[src/rtl/op_dispatch_if.sv]
// op_dispatch_if: command/engine handshake bundle for op_dispatch.
//   trig_*        single-cycle trigger pulses from command_fifo
//   base_addr_*   operand/result base addresses, valid with the trigger
//   eng_start     one-cycle launch pulse to the datapath engine
//   eng_op        latched opcode
//   eng_addr_*    latched addresses
//   eng_done      engine completion pulse
//   eng_abort     one-cycle abort pulse to the engine
//   mdmc_done     one-cycle completion pulse back to command_fifo
// Modports: slave = dispatcher side, master = command/engine side.
interface op_dispatch_if;
  logic       trig_ntt;
  logic       trig_intt;
  logic       trig_mul;
  logic       trig_constmul;
  logic       trig_dma;
  logic       trig_sqr;
  logic       trig_nmul;
  logic       trig_add;
  logic       trig_sub;
  logic [7:0] base_addr_a;
  logic [7:0] base_addr_b;
  logic [7:0] base_addr_r;
  logic       eng_start;
  logic [3:0] eng_op;
  logic [7:0] eng_addr_a;
  logic [7:0] eng_addr_b;
  logic [7:0] eng_addr_r;
  logic       eng_done;
  logic       eng_abort;
  logic       mdmc_done;

  modport slave (
    input  trig_ntt, trig_intt, trig_mul, trig_constmul, trig_dma,
           trig_sqr, trig_nmul, trig_add, trig_sub,
           base_addr_a, base_addr_b, base_addr_r, eng_done,
    output eng_start, eng_op, eng_addr_a, eng_addr_b, eng_addr_r,
           eng_abort, mdmc_done
  );

  modport master (
    output trig_ntt, trig_intt, trig_mul, trig_constmul, trig_dma,
           trig_sqr, trig_nmul, trig_add, trig_sub,
           base_addr_a, base_addr_b, base_addr_r, eng_done,
    input  eng_start, eng_op, eng_addr_a, eng_addr_b, eng_addr_r,
           eng_abort, mdmc_done
  );
endinterface

[src/rtl/op_dispatch.sv]
// op_dispatch: captures one command from command_fifo, launches the
// datapath engine, waits for completion and reports back.
// Ports:
//   hclk        clock
//   hresetn     synchronous active-low reset
//   bus         op_dispatch_if.slave handshake bundle
//   clr_err     clears both sticky error flags
//   busy        high whenever the FSM is not IDLE
//   cmd_count   completed-command counter (wraps)
//   err_overlap sticky: trigger arrived while busy (trigger dropped)
//   err_timeout sticky: RUN exceeded TIMEOUT cycles
// Optional feature: define OPDISP_TIMEOUT_EN to enable the RUN watchdog.
module op_dispatch #(
  parameter logic [15:0] TIMEOUT = 16'd1024
) (
  input  logic          hclk,
  input  logic          hresetn,
  op_dispatch_if.slave  bus,
  input  logic          clr_err,
  output logic          busy,
  output logic [15:0]   cmd_count,
  output logic          err_overlap,
  output logic          err_timeout
);

  typedef enum logic [1:0] {IDLE, LAUNCH, RUN, DONE} state_t;

  state_t     state;
  logic       trig_any;
  logic [3:0] dec_op;

  always_comb begin
    trig_any = bus.trig_ntt | bus.trig_intt | bus.trig_mul |
               bus.trig_constmul | bus.trig_dma | bus.trig_sqr |
               bus.trig_nmul | bus.trig_add | bus.trig_sub;
    dec_op = 4'd0;
    if      (bus.trig_constmul) dec_op = 4'd6;
    else if (bus.trig_sqr)      dec_op = 4'd8;
    else if (bus.trig_mul)      dec_op = 4'd3;
    else if (bus.trig_ntt)      dec_op = 4'd1;
    else if (bus.trig_intt)     dec_op = 4'd2;
    else if (bus.trig_add)      dec_op = 4'd4;
    else if (bus.trig_sub)      dec_op = 4'd5;
    else if (bus.trig_dma)      dec_op = 4'd7;
    else if (bus.trig_nmul)     dec_op = 4'd9;
  end

`ifdef OPDISP_TIMEOUT_EN
  logic [15:0] timer;
  logic        timeout_hit;

  // Combinational so the abort lands in the expiring RUN cycle itself and a
  // coincident eng_done can still suppress it.
  assign timeout_hit   = (state == RUN) && (timer == TIMEOUT - 16'd1) &&
                         !bus.eng_done;
  assign bus.eng_abort = timeout_hit;
`else
  logic unused_timeout;
  assign unused_timeout = ^TIMEOUT;
  assign bus.eng_abort  = 1'b0;
  assign err_timeout    = 1'b0;
`endif

  always_ff @(posedge hclk) begin
    if (!hresetn) begin
      state          <= IDLE;
      bus.eng_start  <= 1'b0;
      bus.mdmc_done  <= 1'b0;
      bus.eng_op     <= '0;
      bus.eng_addr_a <= '0;
      bus.eng_addr_b <= '0;
      bus.eng_addr_r <= '0;
      busy           <= 1'b0;
      cmd_count      <= '0;
      err_overlap    <= 1'b0;
`ifdef OPDISP_TIMEOUT_EN
      timer          <= '0;
      err_timeout    <= 1'b0;
`endif
    end else begin
      bus.eng_start <= 1'b0;
      bus.mdmc_done <= 1'b0;

      // Clear first so a coincident set condition wins.
      if (clr_err) err_overlap <= 1'b0;
      if (trig_any && (state != IDLE)) err_overlap <= 1'b1;
`ifdef OPDISP_TIMEOUT_EN
      if (clr_err) err_timeout <= 1'b0;
`endif

      case (state)
        IDLE: begin
          if (trig_any) begin
            state          <= LAUNCH;
            bus.eng_start  <= 1'b1;
            bus.eng_op     <= dec_op;
            bus.eng_addr_a <= bus.base_addr_a;
            bus.eng_addr_b <= bus.base_addr_b;
            bus.eng_addr_r <= bus.base_addr_r;
            busy           <= 1'b1;
          end
        end
        LAUNCH: begin
          if (bus.eng_done) begin
            state         <= DONE;
            bus.mdmc_done <= 1'b1;
            cmd_count     <= cmd_count + 16'd1;
          end else begin
            state <= RUN;
`ifdef OPDISP_TIMEOUT_EN
            timer <= '0;
`endif
          end
        end
        RUN: begin
          if (bus.eng_done) begin
            state         <= DONE;
            bus.mdmc_done <= 1'b1;
            cmd_count     <= cmd_count + 16'd1;
          end
`ifdef OPDISP_TIMEOUT_EN
          else if (timeout_hit) begin
            state         <= DONE;
            bus.mdmc_done <= 1'b1;
            cmd_count     <= cmd_count + 16'd1;
            err_timeout   <= 1'b1;
          end else begin
            timer <= timer + 16'd1;
          end
`endif
        end
        DONE: begin
          state <= IDLE;
          busy  <= 1'b0;
        end
        default: begin
          state <= IDLE;
          busy  <= 1'b0;
        end
      endcase
    end
  end

endmodule
[src/flat_wrapper.sv]
// flat-port wrapper written by rule: the top's interface ports become plain ports
module op_dispatch_flat 
#(
  parameter logic [15:0] TIMEOUT = 16'd1024
)
  (hclk, hresetn, clr_err, busy, cmd_count, err_overlap, err_timeout, bus_trig_ntt, bus_trig_intt, bus_trig_mul, bus_trig_constmul, bus_trig_dma, bus_trig_sqr, bus_trig_nmul, bus_trig_add, bus_trig_sub, bus_base_addr_a, bus_base_addr_b, bus_base_addr_r, bus_eng_done, bus_eng_start, bus_eng_op, bus_eng_addr_a, bus_eng_addr_b, bus_eng_addr_r, bus_eng_abort, bus_mdmc_done);
  op_dispatch_if bus_i ();
  input  logic hclk;
  input  logic hresetn;
  input  logic clr_err;
  output logic busy;
  output logic [15:0] cmd_count;
  output logic err_overlap;
  output logic err_timeout;
  input wire logic [$bits(bus_i.trig_ntt)-1:0] bus_trig_ntt;
  input wire logic [$bits(bus_i.trig_intt)-1:0] bus_trig_intt;
  input wire logic [$bits(bus_i.trig_mul)-1:0] bus_trig_mul;
  input wire logic [$bits(bus_i.trig_constmul)-1:0] bus_trig_constmul;
  input wire logic [$bits(bus_i.trig_dma)-1:0] bus_trig_dma;
  input wire logic [$bits(bus_i.trig_sqr)-1:0] bus_trig_sqr;
  input wire logic [$bits(bus_i.trig_nmul)-1:0] bus_trig_nmul;
  input wire logic [$bits(bus_i.trig_add)-1:0] bus_trig_add;
  input wire logic [$bits(bus_i.trig_sub)-1:0] bus_trig_sub;
  input wire logic [$bits(bus_i.base_addr_a)-1:0] bus_base_addr_a;
  input wire logic [$bits(bus_i.base_addr_b)-1:0] bus_base_addr_b;
  input wire logic [$bits(bus_i.base_addr_r)-1:0] bus_base_addr_r;
  input wire logic [$bits(bus_i.eng_done)-1:0] bus_eng_done;
  output wire logic [$bits(bus_i.eng_start)-1:0] bus_eng_start;
  output wire logic [$bits(bus_i.eng_op)-1:0] bus_eng_op;
  output wire logic [$bits(bus_i.eng_addr_a)-1:0] bus_eng_addr_a;
  output wire logic [$bits(bus_i.eng_addr_b)-1:0] bus_eng_addr_b;
  output wire logic [$bits(bus_i.eng_addr_r)-1:0] bus_eng_addr_r;
  output wire logic [$bits(bus_i.eng_abort)-1:0] bus_eng_abort;
  output wire logic [$bits(bus_i.mdmc_done)-1:0] bus_mdmc_done;
  assign bus_i.trig_ntt = bus_trig_ntt;
  assign bus_i.trig_intt = bus_trig_intt;
  assign bus_i.trig_mul = bus_trig_mul;
  assign bus_i.trig_constmul = bus_trig_constmul;
  assign bus_i.trig_dma = bus_trig_dma;
  assign bus_i.trig_sqr = bus_trig_sqr;
  assign bus_i.trig_nmul = bus_trig_nmul;
  assign bus_i.trig_add = bus_trig_add;
  assign bus_i.trig_sub = bus_trig_sub;
  assign bus_i.base_addr_a = bus_base_addr_a;
  assign bus_i.base_addr_b = bus_base_addr_b;
  assign bus_i.base_addr_r = bus_base_addr_r;
  assign bus_i.eng_done = bus_eng_done;
  assign bus_eng_start = bus_i.eng_start;
  assign bus_eng_op = bus_i.eng_op;
  assign bus_eng_addr_a = bus_i.eng_addr_a;
  assign bus_eng_addr_b = bus_i.eng_addr_b;
  assign bus_eng_addr_r = bus_i.eng_addr_r;
  assign bus_eng_abort = bus_i.eng_abort;
  assign bus_mdmc_done = bus_i.mdmc_done;
  op_dispatch #(.TIMEOUT(TIMEOUT)) u_core (.hclk(hclk), .hresetn(hresetn), .bus(bus_i), .clr_err(clr_err), .busy(busy), .cmd_count(cmd_count), .err_overlap(err_overlap), .err_timeout(err_timeout));
endmodule
[config.mk]
export PLATFORM = sky130hd
export DESIGN_NAME = op_dispatch_flat
export DESIGN_NICKNAME = d
export VERILOG_FILES = /design/src/rtl/op_dispatch_if.sv /design/src/rtl/op_dispatch.sv /design/src/flat_wrapper.sv
export SDC_FILE = /design/constraint.sdc
export NUM_CORES = 1
export LEC_CHECK = 0
export BUFFER_PORTS_ARGS = -buffer_cell sky130_fd_sc_hd__buf_2
export CORE_UTILIZATION = 45
export CTS_BUF_LIST = sky130_fd_sc_hd__clkbuf_16
export DETAILED_ROUTE_END_ITERATION = 10
export PLACE_DENSITY = 0.86
export SETUP_SLACK_MARGIN = 0.4
export SYNTH_ARGS = -nofsm -noshare
export SYNTH_HDL_FRONTEND = slang
export SYNTH_SLANG_ARGS = --single-unit
[constraint.sdc]
create_clock -name hclk -period 4.1 [get_ports hclk]
set_input_delay 0.205 -clock hclk [delete_from_list [all_inputs] [get_ports hclk]]
set_output_delay 0.205 -clock hclk [all_outputs]
set_load 0.02 [all_outputs]
==> results of run 1 <==
critical path: cells and delay by family, from the launching register on:
kind / cells / cell delay, ns
AO/OA/AOI/OAI: 1 / 0.14
adder cells (fa/ha/maj): 1 / 0.41
buffers and inverters: 1 / 0.12
flip-flops: 1 / 0.39
AND/OR/NAND/NOR: 3 / 0.92
where the power goes:
part | leakage [uW] | total, uW | internal (uW) | switching [uW]
clock network | 0.0000818 | 467 | 288 | 179
logic | 0.000752 | 563 | 187 | 376
registers | 0.000410 | 653 | 594 | 59.7
total | 0.00124 | 1680 | 1070 | 615
through the flow:
stage	hold WS, ns	util [%]	total power, uW
2_1_floorplan	0.338	-	1090
5_1_grt	0.145	59.1	1780
3_3_place_gp	0.440	55.5	1210
3_5_place_dp	0.445	55.5	1230
6_report	0.144	59.1	1680
4_1_cts	0.146	59.1	1690
registers in the layout (all words and copies together), names as in the netlist:
signal,cells
u_core.bus.eng_addr_b,8
u_core.state,2
u_core.bus.eng_addr_a,8
u_core.bus.eng_op,4
u_core.err_overlap,1
u_core.bus.eng_start,1
u_core.bus.eng_addr_r,8
u_core.bus.mdmc_done,1
u_core.cmd_count,16
u_core.busy,1
cell type report:
| cell class | instances | share of cell area, % |
|---|---|---|
| tap | 54 | 2.44 |
| clock buffer | 5 | 4.51 |
| sequential | 50 | 36.1 |
| timing repair buffer | 86 | 15.7 |
| multi-input combinational | 188 | 38.8 |
| inverter | 7 | 0.947 |
| clock inverter | 3 | 1.53 |
cells in the final DEF (no fill, tap or decap), drive strengths merged, types with 4 or more instances in the layout:
cell type  count
a21oi          9
buf           86
clkbuf         5
dfxtp         50
ha             6
inv            7
nand2         31
nand2b         4
nand3         36
nand4          5
nor2          13
nor3           9
o21ai         33
o31ai          4
or3            7
xnor2          4
xor2           4
worst max path at each step:
| stage | start | end | slack [ns] | depth (start not counted) |
|---|---|---|---|---|
| 2_1_floorplan | u_core.state[0]$_SDFFE_PN0P_ | u_core.cmd_count[14]$_SDFFE_PN0P_ | 2.28 | 6 |
| 3_3_place_gp | u_core.state[0]$_SDFFE_PN0P_ | u_core.cmd_count[14]$_SDFFE_PN0P_ | 2.18 | 6 |
| 3_5_place_dp | u_core.state[1]$_SDFFE_PN0P_ | u_core.cmd_count[14]$_SDFFE_PN0P_ | 2.09 | 6 |
| 4_1_cts | u_core.state[1]$_SDFFE_PN0P_ | u_core.cmd_count[14]$_SDFFE_PN0P_ | 2.05 | 6 |
| 5_1_grt | u_core.state[1]$_SDFFE_PN0P_ | u_core.cmd_count[14]$_SDFFE_PN0P_ | 1.86 | 6 |
| 6_report | u_core.state[1]$_SDFFE_PN0P_ | u_core.cmd_count[14]$_SDFFE_PN0P_ | 2.04 | 6 |
metal layers:
| metal | vias up | track usage, % |
|---|---|---|
| li1 | 1063 | - |
| met1 | 969 | 25.9 |
| met2 | 57 | 31.8 |
| met3 | 7 | 5.20 |
| met4 | 0 | 6.10 |
| met5 | - | 0 |
cells by family after synthesis:
group                    count (synthesis)  synth area share, %
XOR/XNOR                                 8                 3.20
AND/OR/NAND/NOR                        115                 26.3
AO/OA/AOI/OAI                           55                 14.9
buffers and inverters                   23                 5.37
adder cells (fa/ha/maj)                  6                 3.43
flip-flops                              50                 45.7
multiplexers                             2                0.914
other                                    1                0.171
==> metrics.txt, run 1 <==
# TYPE chip_impl_metric gauge
chip_impl_metric{name="dp_hpwl",unit="um"} 3510
chip_impl_metric{name="cts_made_buffers",unit=""} 5
chip_impl_metric{name="start_util",unit="%"} 46.7
chip_impl_metric{name="post_synth.cell_area_avg",unit="um^2"} 8.43
chip_impl_info{name="min_path_type",value="input pin to register"} 1
chip_impl_metric{name="synthDistinctLibCells",unit=""} 44
chip_impl_metric{name="synth-seq-area-share",unit="%"} 45.7
chip_impl_metric{name="final-seq-area",unit="um^2"} 1000
chip_impl_metric{name="worstPathMaxFanout",unit=""} 7
chip_impl_metric{name="dr.pass1.iters",unit=""} 4
chip_impl_metric{name="placed_area",unit="um^2"} 2610
chip_impl_metric{name="num_vias",unit=""} 2096
chip_impl_metric{name="finalNetCount",unit=""} 381
chip_impl_info{name="status",value="finished clean"} 1
chip_impl_metric{name="die_h",unit="um"} 71.8
chip_impl_metric{name="post-cts-setup-buffer-count",unit=""} 0
chip_impl_metric{name="synth-edff-count",unit=""} 0
chip_impl_metric{name="route.layer.met1.wl",unit="um"} 2280
chip_impl_info{name="hold_path_end",value="u_core.bus.eng_addr_b[2]$_SDFFE_PN0P_"} 1
chip_impl_metric{name="worst_ep_required_time",unit="ns"} 4.31
chip_impl_metric{name="port_buffers",unit=""} 84
chip_impl_metric{name="slew_headroom",unit="%"} 59.0
chip_impl_metric{name="leakage",unit="uW"} 0.00124
chip_impl_metric{name="first_global_vias",unit=""} 1799
chip_impl_metric{name="mappedNetlistArea",unit="um^2"} 2190
chip_impl_metric{name="grt_start_max_net_pins",unit=""} 64
chip_impl_metric{name="routed_via_density",unit=""} 5.33
chip_impl_metric{name="powerDensity",unit="nW/um^2"} 607
chip_impl_metric{name="core",unit="um^2"} 4690
chip_impl_metric{name="finalWeightedCongestion",unit=""} 0.861
chip_impl_metric{name="worst-r2r-setup-slack",unit="ns"} 2.04
chip_impl_metric{name="antenna_violations_before_repair",unit=""} 0
chip_impl_metric{name="clk-insertion-delay-late",unit="ns"} 0.29
chip_impl_metric{name="grt_pass1_wl",unit="um"} 8120
chip_impl_metric{name="cts_htree_levels",unit=""} 2
chip_impl_info{name="synth_top_area_cell",value="sky130_fd_sc_hd__dfxtp_1"} 1
chip_impl_metric{name="final.setup_skew",unit="ns"} 0.00685
chip_impl_metric{name="min_path_cells",unit=""} 3
chip_impl_metric{name="postLayoutSetupSlackWorst",unit="ns"} 2.04
chip_impl_metric{name="finalCriticalPeriod",unit="ns"} 2.06
chip_impl_metric{name="synthArstFlopShare",unit="%"} 0
chip_impl_metric{name="cp_data_arrival_time",unit="ns"} 2.27
chip_impl_metric{name="postSynthRegisterBits",unit=""} 50
chip_impl_metric{name="resized_cells_post_cts",unit=""} 0
chip_impl_metric{name="multi_input_combinational_cell_area",unit="um^2"} 1080
chip_impl_metric{name="std_cell_rows",unit=""} 25
chip_impl_metric{name="post-place-ws",unit="ns"} 2.09
chip_impl_metric{name="die-width",unit="um"} 71.8
chip_impl_metric{name="synth_largest_type_area_fraction",unit="%"} 45.7
chip_impl_info{name="cts_tree",value="done"} 1
chip_impl_info{name="end_kind",value="register"} 1
chip_impl_metric{name="clock_sinks",unit=""} 50
chip_impl_metric{name="final_design_instance_area_without_fill",unit="um^2"} 2770
chip_impl_metric{name="setup_total_negative_slack",unit="ns"} 0
chip_impl_metric{name="yosysWarnings",unit=""} 0
chip_impl_metric{name="wire_per_inst",unit="um"} 12.5
chip_impl_metric{name="max_buffers_root_to_sink",unit=""} 2
chip_impl_metric{name="layoutNonFillerInstCount",unit=""} 393
chip_impl_info{name="synth-main-ff-cell",value="sky130_fd_sc_hd__dfxtp_1"} 1
chip_impl_metric{name="post_synthesis_cells",unit=""} 260
chip_impl_metric{name="overflow",unit=""} 0
chip_impl_info{name="cpMaxStageDelayCell",value="sky130_fd_sc_hd__or4_1"} 1
chip_impl_metric{name="finalCritPeriodShare",unit="%"} 50.3
chip_impl_info{name="critical_path.startpoint_type",value="register"} 1
chip_impl_metric{name="ctsHoldBuffers",unit=""} 0
chip_impl_info{name="critical_path.reg2reg.endpoint",value="u_core.cmd_count[14]$_SDFFE_PN0P_"} 1
chip_impl_info{name="yosys-top-cells-area",value="sky130_fd_sc_hd__dfxtp_1 (46%), sky130_fd_sc_hd__nand3_1 (8.2%), sky130_fd_sc_hd__nand2_1 (5.3%)"} 1
chip_impl_info{name="synth.most_common_cell",value="sky130_fd_sc_hd__dfxtp_1"} 1
chip_impl_metric{name="max_transition_viols_final",unit=""} 0
chip_impl_metric{name="max_freq",unit="MHz"} 485
chip_impl_metric{name="post-place-cells",unit=""} 385
chip_impl_metric{name="postRouteAntennaNets",unit=""} 0
chip_impl_info{name="synth_common_cells",value="sky130_fd_sc_hd__dfxtp_1 (50), sky130_fd_sc_hd__nand3_1 (36), sky130_fd_sc_hd__nand2_1 (31), sky130_fd_sc_hd__o21ai_1 (22), sky130_fd_sc_hd__nor2_1 (13)"} 1
chip_impl_info{name="r2r-start",value="u_core.state[1]$_SDFFE_PN0P_"} 1
chip_impl_info{name="critical_path.cell_chain",value="inv_1, ha_1, and4_1, nand3_1, or4_1, a21oi_1"} 1
chip_impl_info{name="holdCritStartpoint",value="bus_base_addr_b[2]"} 1
chip_impl_metric{name="max_stage_delay",unit="ns"} 0.53
chip_impl_metric{name="fill_cells",unit=""} 419
chip_impl_metric{name="drive_above_1_share",unit="%"} 28.6
chip_impl_metric{name="cap_violations",unit=""} 0
chip_impl_metric{name="setup_viol_count_final",unit=""} 0
chip_impl_metric{name="gr-usage-all-layers",unit="%"} 19.7
chip_impl_metric{name="r2r.worst_path.cells",unit=""} 6
chip_impl_metric{name="synthToLayoutAreaGrowth",unit="%"} 26.6
chip_impl_info{name="cts-root-buf",value="sky130_fd_sc_hd__clkbuf_16"} 1
chip_impl_info{name="grt_setup_unrepaired",value="no"} 1
chip_impl_metric{name="initialDrtViolationCount",unit=""} 142
chip_impl_metric{name="timing_worst_slew_pin_value",unit="ns"} 0.599
chip_impl_metric{name="n_antenna_cell",unit=""} 0
chip_impl_info{name="timing.setup.critical_path_class",value="register to register"} 1
chip_impl_metric{name="drt_wl_total",unit="um"} 4930
chip_impl_metric{name="wire_length_on_met2",unit="um"} 2360
chip_impl_metric{name="design.die.area",unit="um^2"} 5150
chip_impl_info{name="highest_routed_layer",value="met4"} 1
chip_impl_metric{name="power.ir.vdd_worst",unit="uV"} 324
chip_impl_metric{name="design.portCount",unit=""} 87
chip_impl_metric{name="hold_viol_final",unit=""} 0
chip_impl_metric{name="drc_errors",unit=""} 0
chip_impl_metric{name="clkSlewWorstSetupHoldPaths",unit="ns"} 0.07
chip_impl_metric{name="route.met3.wl",unit="um"} 229
No activity file was read; power rests on OpenSTA's default activity.
==> run 2, diff against run 1 <==
Clock period 4.1 ns to 1.9 ns, I/O delays scaled along.
==> metrics.txt, run 2 (synthesis results as in run 1) <==
# TYPE chip_impl_metric gauge
chip_impl_metric{name="design.portCount",unit=""} 87
chip_impl_info{name="timing.setup.critical_path_class",value="register to register"} 1
chip_impl_metric{name="drt_wl_total",unit="um"} 5230
chip_impl_metric{name="setup_viol_count_final",unit=""} 0
chip_impl_metric{name="synthToLayoutAreaGrowth",unit="%"} 37.7
chip_impl_metric{name="worst_ep_required_time",unit="ns"} 2.11
chip_impl_metric{name="powerDensity",unit="nW/um^2"} 1300
chip_impl_metric{name="start_util",unit="%"} 46.7
chip_impl_metric{name="max_buffers_root_to_sink",unit=""} 2
chip_impl_metric{name="timing_worst_slew_pin_value",unit="ns"} 0.553
chip_impl_metric{name="n_antenna_cell",unit=""} 0
chip_impl_metric{name="cap_violations",unit=""} 0
chip_impl_info{name="status",value="finished clean"} 1
chip_impl_metric{name="max_freq",unit="MHz"} 600
chip_impl_metric{name="route.met3.wl",unit="um"} 349
chip_impl_metric{name="power.ir.vdd_worst",unit="uV"} 628
chip_impl_metric{name="overflow",unit=""} 0
chip_impl_metric{name="drive_above_1_share",unit="%"} 38.3
chip_impl_metric{name="ctsHoldBuffers",unit=""} 0
chip_impl_info{name="grt_setup_unrepaired",value="yes"} 1
chip_impl_metric{name="finalNetCount",unit=""} 392
chip_impl_metric{name="design.die.area",unit="um^2"} 5150
chip_impl_metric{name="cts_htree_levels",unit=""} 2
chip_impl_metric{name="die-width",unit="um"} 71.8
chip_impl_metric{name="route.layer.met1.wl",unit="um"} 2200
chip_impl_metric{name="r2r.worst_path.cells",unit=""} 6
chip_impl_metric{name="multi_input_combinational_cell_area",unit="um^2"} 1200
chip_impl_metric{name="finalCritPeriodShare",unit="%"} 87.7
chip_impl_metric{name="slew_headroom",unit="%"} 62.9
chip_impl_info{name="cpMaxStageDelayCell",value="sky130_fd_sc_hd__or4_4"} 1
chip_impl_info{name="top_library_cells_by_usage_in_the_layout_fill_and_taps_aside",value="sky130_fd_sc_hd__buf_2 (84), sky130_fd_sc_hd__dfxtp_1 (44), sky130_fd_sc_hd__nand3_1 (34)"} 1
chip_impl_metric{name="dp_hpwl",unit="um"} 3390
chip_impl_metric{name="worstPathMaxFanout",unit=""} 3
chip_impl_metric{name="setup_total_negative_slack",unit="ns"} 0
chip_impl_info{name="critical_path.cell_chain",value="inv_4, ha_4, and4_4, nand3_4, or4_4, a21oi_2"} 1
chip_impl_metric{name="drc_errors",unit=""} 0
chip_impl_metric{name="port_buffers",unit=""} 84
chip_impl_metric{name="final.setup_skew",unit="ns"} 0.00435
chip_impl_metric{name="post-place-ws",unit="ns"} 0.148
chip_impl_info{name="highest_routed_layer",value="met4"} 1
chip_impl_metric{name="routed_via_density",unit=""} 5.32
chip_impl_metric{name="wire_length_on_met2",unit="um"} 2600
chip_impl_metric{name="grt_start_max_net_pins",unit=""} 63
chip_impl_info{name="cts-root-buf",value="sky130_fd_sc_hd__clkbuf_16"} 1
chip_impl_metric{name="grt_pass1_wl",unit="um"} 8050
chip_impl_metric{name="fill_cells",unit=""} 413
chip_impl_metric{name="final-seq-area",unit="um^2"} 1010
chip_impl_metric{name="final_core_util",unit="%"} 64.3
chip_impl_metric{name="finalCriticalPeriod",unit="ns"} 1.67
chip_impl_metric{name="finalWeightedCongestion",unit=""} 0.790
chip_impl_info{name="end_kind",value="register"} 1
chip_impl_metric{name="first_global_vias",unit=""} 1877
chip_impl_metric{name="antenna_violations_before_repair",unit=""} 0
chip_impl_metric{name="num_vias",unit=""} 2148
chip_impl_metric{name="post-layout-total-power",unit="uW"} 3920
chip_impl_metric{name="cts_made_buffers",unit=""} 5
chip_impl_metric{name="min_path_cells",unit=""} 3
chip_impl_metric{name="dr.pass1.iters",unit=""} 6
chip_impl_metric{name="cp_data_arrival_time",unit="ns"} 1.88
chip_impl_metric{name="max_stage_delay",unit="ns"} 0.49
chip_impl_info{name="min_path_type",value="input pin to register"} 1
chip_impl_metric{name="gr-usage-all-layers",unit="%"} 19.8
chip_impl_info{name="max_flop_register",value="u_core.cmd_count"} 1
chip_impl_info{name="critical_path.startpoint_type",value="register"} 1
chip_impl_metric{name="die_h",unit="um"} 71.8
chip_impl_metric{name="max_transition_viols_final",unit=""} 0
chip_impl_metric{name="postRouteAntennaNets",unit=""} 0
chip_impl_metric{name="hold_viol_final",unit=""} 0
chip_impl_metric{name="leakage",unit="uW"} 0.00136
chip_impl_info{name="cts_tree",value="done"} 1
chip_impl_metric{name="core",unit="um^2"} 4690
chip_impl_metric{name="largest_reg_flops",unit=""} 16
chip_impl_info{name="final_common_cell",value="sky130_fd_sc_hd__buf_2"} 1
chip_impl_metric{name="clock_sinks",unit=""} 50
chip_impl_metric{name="clkSlewWorstSetupHoldPaths",unit="ns"} 0.07
chip_impl_metric{name="postLayoutSetupSlackWorst",unit="ns"} 0.234
chip_impl_metric{name="wire_per_inst",unit="um"} 13.0
chip_impl_metric{name="initialDrtViolationCount",unit=""} 87
chip_impl_metric{name="std_cell_rows",unit=""} 25
chip_impl_metric{name="clk-insertion-delay-late",unit="ns"} 0.29
## run 2: cell count changes in the layout (fill, tap and decap cells not counted), sizes merged
cell    before  now
clkinv       2    1
inv          7    8
buf         86   97
## run 2: layer usage
metal,up-vias,track usage [%]
met5,-,0
met4,0,9.15
met3,9,5.34
met2,70,36.3
met1,973,21.1
li1,1096,-
## run 2: cell type report
| cell class | instances | area share, % |
|---|---|---|
| repair buffers | 97 | 17.7 |
| well taps | 54 | 2.24 |
| clock inverters | 3 | 1.58 |
| inverters | 7 | 1.04 |
| clock buffers | 5 | 4.15 |
| multi-input cells | 188 | 39.8 |
| flip-flops and latches | 50 | 33.5 |
## run 2: critical path, delay by kind of cell, from the launching register on
family | cells | cell delay, ns
and+or+nand+nor | 3 | 0.79
DFF | 1 | 0.36
AOI/OAI and AO/OA | 1 | 0.12
buffers and inverters | 1 | 0.04
adders and majority gates | 1 | 0.27
## run 2: per-stage QoR
step	area [um^2]	std cells	hold slack, ns
floorplan	2220	261	0.228
global placement	2640	385	0.331
detailed placement	2640	385	0.339
CTS	2930	403	0.0300
global route	3020	404	0.0307
finish	3020	404	0.0337
## run 2: path summary, 6_finish.rpt
check                                        startpoint                               endpoint  slack (ns)
setup / recovery           u_core.state[1]$_SDFFE_PN0P_      u_core.cmd_count[12]$_SDFFE_PN0P_        0.23
hold / removal                       bus_base_addr_r[4]  u_core.bus.eng_addr_r[4]$_SDFFE_PN0P_        0.03
setup reg to reg           u_core.state[1]$_SDFFE_PN0P_      u_core.cmd_count[12]$_SDFFE_PN0P_        0.23
hold reg to reg   u_core.bus.eng_addr_a[3]$_SDFFE_PN0P_  u_core.bus.eng_addr_a[3]$_SDFFE_PN0P_        0.45
## run 2: repair_timing
action	in CTS	in global routing
gates resized for setup	10	16
setup endpoints to repair	10	14
pin swaps	5	3
setup buffers	10	1
## run 2: report_power, final
group	internal, uW	total [uW]	switching, uW	leakage, uW
Sequential	1290	1420	125	0.000413
Clock	630	1030	395	0.0000848
Combinational	589	1470	884	0.000865
